<file path="config.mk">
export PLATFORM = sky130hd
export DESIGN_NAME = jt12_lfo_wave
export DESIGN_NICKNAME = d
export VERILOG_FILES = /design/src/rtl/jt12_lfo_wave.sv
export SDC_FILE = /design/constraint.sdc
export NUM_CORES = 1
export LEC_CHECK = 0
export BUFFER_PORTS_ARGS = -buffer_cell sky130_fd_sc_hd__buf_2
export CAP_MARGIN = 20
export CELL_PAD_IN_SITES_DETAIL_PLACEMENT = 1
export CELL_PAD_IN_SITES_GLOBAL_PLACEMENT = 2
export CORE_MARGIN = 3
export CORE_UTILIZATION = 34
export CTS_CLUSTER_SIZE = 28
export DETAILED_ROUTE_END_ITERATION = 8
export HOLD_SLACK_MARGIN = 0.15
export PLACE_DENSITY_LB_ADDON = 0.12
export SLEW_MARGIN = 20
export SYNTH_ARGS = -nofsm -noshare
export SYNTH_HDL_FRONTEND = slang
export SYNTH_SLANG_ARGS = --single-unit
</file>
<file path="constraint.sdc">
create_clock -name clk -period 2.55 [get_ports clk]
set_input_delay 0.51 -clock clk [delete_from_list [all_inputs] [get_ports clk]]
set_output_delay 0.51 -clock clk [all_outputs]
set_load 0.05 [all_outputs]
</file>
<file path="src/rtl/jt12_lfo_wave.sv">
// jt12_lfo_wave: prescaled LFO phase accumulator with saw/triangle/square/noise waveform shaping.
// Build option JT12_LFO_NOISE_EN: wave=3 becomes sample-and-hold LFSR noise instead of inverted saw.
module jt12_lfo_wave #(
  parameter int MW = 7,
  parameter int CW = 7,
  parameter int OW = 8,
  parameter logic [8*CW-1:0] LIMITS = {CW'(5), CW'(8), CW'(44), CW'(62),
                                       CW'(67), CW'(71), CW'(78), CW'(108)}
) (
  input  logic          clk,
  input  logic          rst,
  input  logic          zero,
  input  logic          lfo_rst,
  input  logic          lfo_en,
  input  logic [2:0]    lfo_freq,
  input  logic [1:0]    wave,
  output logic [MW-1:0] lfo_phase,
  output logic [OW-1:0] lfo_out,
  output logic          lfo_tick,
  output logic          lfo_wrap
);

  logic [CW-1:0] cnt;
  logic [CW-1:0] cnt_nxt;
  logic [CW-1:0] limit;
  logic [MW-1:0] phase_nxt;
  logic [MW-2:0] tri_val;
  logic [OW-1:0] saw_val;
  logic [OW-1:0] out_nxt;
  logic          clear;
  logic          step;

  assign limit = LIMITS[int'(lfo_freq)*CW +: CW];
  assign clear = !lfo_en || lfo_rst;
  // '>=' lets a freshly lowered limit step immediately instead of overrunning the counter
  assign step  = !clear && zero && (cnt >= limit);

  always_comb begin
    cnt_nxt   = cnt;
    phase_nxt = lfo_phase;
    if (clear) begin
      cnt_nxt   = '0;
      phase_nxt = '0;
    end else if (zero) begin
      if (cnt >= limit) begin
        cnt_nxt   = '0;
        phase_nxt = lfo_phase + 1'b1;
      end else begin
        cnt_nxt = cnt + 1'b1;
      end
    end
  end

`ifdef JT12_LFO_NOISE_EN
  logic [16:0]   lfsr;
  logic [16:0]   lfsr_shift;
  logic [16:0]   lfsr_nxt;
  logic [OW-1:0] noise;
  logic [OW-1:0] noise_nxt;

  assign lfsr_shift = {lfsr[15:0], lfsr[16] ^ lfsr[13]};

  // The noise sample only changes on a phase step, so it is held between steps.
  always_comb begin
    lfsr_nxt  = lfsr;
    noise_nxt = noise;
    if (clear) begin
      lfsr_nxt  = 17'd1;
      noise_nxt = '0;
    end else if (step) begin
      lfsr_nxt  = lfsr_shift;
      noise_nxt = lfsr_shift[OW-1:0];
    end
  end

  always_ff @(posedge clk or posedge rst) begin
    if (rst) begin
      lfsr  <= 17'd1;
      noise <= '0;
    end else begin
      lfsr  <= lfsr_nxt;
      noise <= noise_nxt;
    end
  end
`endif

  // Shaping works on the next-state phase so lfo_out lines up with lfo_phase.
  always_comb begin
    saw_val = OW'(phase_nxt) << (OW - MW);
    tri_val = phase_nxt[MW-1] ? ~phase_nxt[MW-2:0] : phase_nxt[MW-2:0];
    out_nxt = '0;
    case (wave)
      2'd0:    out_nxt = saw_val;
      2'd1:    out_nxt = OW'(tri_val) << (OW - MW + 1);
      2'd2:    out_nxt = {OW{phase_nxt[MW-1]}};
`ifdef JT12_LFO_NOISE_EN
      default: out_nxt = noise_nxt;
`else
      default: out_nxt = ~saw_val;
`endif
    endcase
  end

  always_ff @(posedge clk or posedge rst) begin
    if (rst) begin
      cnt       <= '0;
      lfo_phase <= '0;
      lfo_out   <= '0;
      lfo_tick  <= 1'b0;
      lfo_wrap  <= 1'b0;
    end else begin
      cnt       <= cnt_nxt;
      lfo_phase <= phase_nxt;
      lfo_out   <= out_nxt;
      lfo_tick  <= step;
      lfo_wrap  <= step && (&lfo_phase);
    end
  end

endmodule
</file>
==> flow_metrics.tcl <==
set metrics [dict create \
    grt-ovfl-total 0 \
    multiInputGateArea_sq_um 1080 \
    hold_path.class "in -> async" \
    vias 1386 \
    initial_core_util_pct 36.5 \
    arrival_ns 2.68 \
    synth.cell_area_sq_um 1500 \
    coreArea_sq_um 4120 \
    clk_pin_slew_ns 0.09 \
    outcome "finished clean" \
    crit_fanout 6 \
    critPathKind "in -> reg" \
    synth-main-ff-cell "dfrtp_1" \
    reg2reg_slack_ns 0.15 \
    syn_nets 171 \
    clock_latency_ns 0.27 \
    cts_root_buf "clkbuf_8" \
    power_leakage_nw 0.954 \
    cp-start-kind "input port" \
    finalCriticalPeriod_ns 2.55 \
    io_pins 27 \
    drt-vias-per-instance 5.46 \
    register_area_sq_um 601 \
    grt_usage_pct 17.8 \
    ys_async_sr_fraction_pct 100 \
    cts_sinks 24 \
    ys_warn_count 0 \
    stdcell_area_sq_um 2190 \
    drt_iter0_markers 66 \
    port_buffers 26 \
    layout-drive-gt1-share_pct 47.1 \
    first_pass_iters 4 \
    die_h_um 72.4 \
    worstPathRequired_ns 2.69 \
    die_w_um 72.4 \
    rows 23 \
    ys_seq_elements 24 \
    cts_tree "done" \
    hpwl_mm 3.17 \
    synthTopCellsByCount "dfrtp_1 (24), nand2_1 (10), ha_1 (9)" \
    maxCapViolations 0 \
    yosysSeqAreaShare_pct 40.0 \
    drcViolationCount 0 \
    final-setup-viol-count 0 \
    syn2layout_area_growth_pct 45.7 \
    power-per-cell-area_nw_per_um2 372 \
    postSynthAreaPerCell_sq_um 9.87 \
    r2r_start "cnt[2]" \
    r2r_end "lfo_out[4]" \
    max_freq_mhz 393 \
    fin_crit_sh_pct 99.8 \
    vdd_drop_max_v 0.000189 \
    fillCellCount 459 \
    grt_pass1_wl_mm 7.33 \
    wirelength_mm 4.44 \
    yosysMostFrequentCell "dfrtp_1" \
    maxSlewViolCount 0 \
    yosys-top-cells-area "dfrtp_1 (40%), ha_1 (7.5%), xnor2_1 (4.1%)" \
    finalWeightedCongestion 0.799 \
    grt_max_degree 25 \
    fp.dieArea_sq_um 5250 \
    cts_made_buffers 3 \
    nNetsFinal 224 \
    diodes 0 \
    synth_edf_count 0 \
    synth_top_area_cell "dfrtp_1" \
    relSlewSlack_pct 75.4 \
    synth_cell_types 46 \
    detail-route-antenna-nets 0 \
    rsz0062_at_grt "true" \
    hold_viol 0 \
    avgRoutedWirePerCell_um 17.5 \
    place_area_sq_um 1810 \
    htree_levels 1 \
    netlist_instances 152 \
    cts_buffer_depth 2 \
    endpoint_kind "flip-flop" \
    synth_top_cell_area_share_pct 40.0 \
    reg2reg_depth 8 \
    ctsHoldBuffers 0 \
    worst_slew_pin_slew_ns 0.369 \
    finalSetupTns_ns 0 \
    grt_pass1_vias 1461 \
    finalClockSkew_ns 0.00977 \
    grt_antenna_before_repair 0 \
]
-- layout by cell type (no fill, tap or decap), types with 3 or more instances in the layout --
cell type and n:
inv_1 4, ha_1 5, clkbuf_8 4, nand4_1 3, nor3_1 7, nand2_1 10, a21oi_1 3, xnor2_1 6
ha_4 3, o21ai_0 3, a21oi_4 5, nand2b_4 3, nand3_1 6, and3_1 3, buf_4 23, mux2i_1 3
buf_6 4, dfrtp_1 24, buf_2 24, nand2b_1 3, or2_2 3, nor2_1 6, a211oi_2 4, xor2_1 4
-- how the worst max path moves through the flow --
| stage | from | endpoint | slack [ns] | depth (start not counted) |
|---|---|---|---|---|
| floorplan | lfo_freq[0] | lfo_out[6] | 0.01 | 11 |
| CTS | lfo_freq[0] | lfo_out[5] | -0.005 | 12 |
| finish | lfo_freq[0] | lfo_out[4] | 0.005 | 10 |
| global placement | lfo_freq[0] | lfo_out[3] | -0.47 | 11 |
| detailed placement | lfo_freq[0] | lfo_out[3] | -0.56 | 11 |
| global route | lfo_freq[1] | lfo_out[3] | -0.06 | 11 |
-- area by class of cell --
| class | instances | area share (%) |
|---|---|---|
| sequential | 24 | 27.5 |
| timing repair buffer | 53 | 17.1 |
| inverter | 4 | 0.687 |
| multi-input combinational | 119 | 49.4 |
| tap | 50 | 2.86 |
| clock buffer | 4 | 2.52 |
-- repair_timing --
item | 4_1_cts | 5_1_grt
resized for setup | 36 | 6
setup endpoints to repair | 8 | 8
setup buffers | 7 | 3
pin swaps | 18 | 17
cloned | 1 | 0
-- metal layers --
layer,GRT usage [%],routed length (um),up-vias,share of wire [%]
met5,0,0,-,0
met2,31.6,2250,18,51
met3,2.49,122,4,2.8
li1,-,-,661,-
met4,3.48,32,0,0.72
met1,23.0,2030,703,46
-- sequential cells by signal, summed over array words and instances (netlist names) --
signal     cells
lfo_wrap       1
lfo_out        8
lfo_tick       1
cnt            7
lfo_phase      7
-- where the power goes --
part	switching [mW]	internal, mW	total (mW)
clock network	0.122	0.138	0.259
registers	0.00339	0.390	0.393
logic	0.100	0.0594	0.160
-- stage by stage --
step	worst slack (ns)	utilization [%]	hold WS, ns	instances	power [mW]
4_1_cts	-0.00513	51.9	0.288	252	0.820
6_report	0.00461	53.1	0.276	254	0.812
3_3_place_gp	-0.469	43.9	0.570	240	0.530
3_5_place_dp	-0.560	43.9	0.585	240	0.534
5_1_grt	-0.0603	53.1	0.295	254	0.856
2_1_floorplan	0.0124	-	0.524	152	0.492
-- critical path, stage by stage --
cell and delay (ns):
buf_8 0.10, nand2b_4 0.14, or2_2 0.30, ha_4 0.28, o2111ai_4 0.15, o21a_4 0.26, or3_4 0.41, and4b_1 0.22
nor4_1 0.24, a31oi_1 0.08
-- kinds of logic (layout without fill, tap and decap cells) --
family          Yosys count  in the layout  share of synthesized area (%)
buf+inv                  10             61                           2.75
simple gates             59             59                           22.8
xor+xnor                 11             11                           6.42
compound gates           36             37                           18.5
flops                    24             24                           40.0
fa+ha+maj                 9              9                           7.51
mux                       3              3                           2.00
Power figures use the tool's default switching activity.
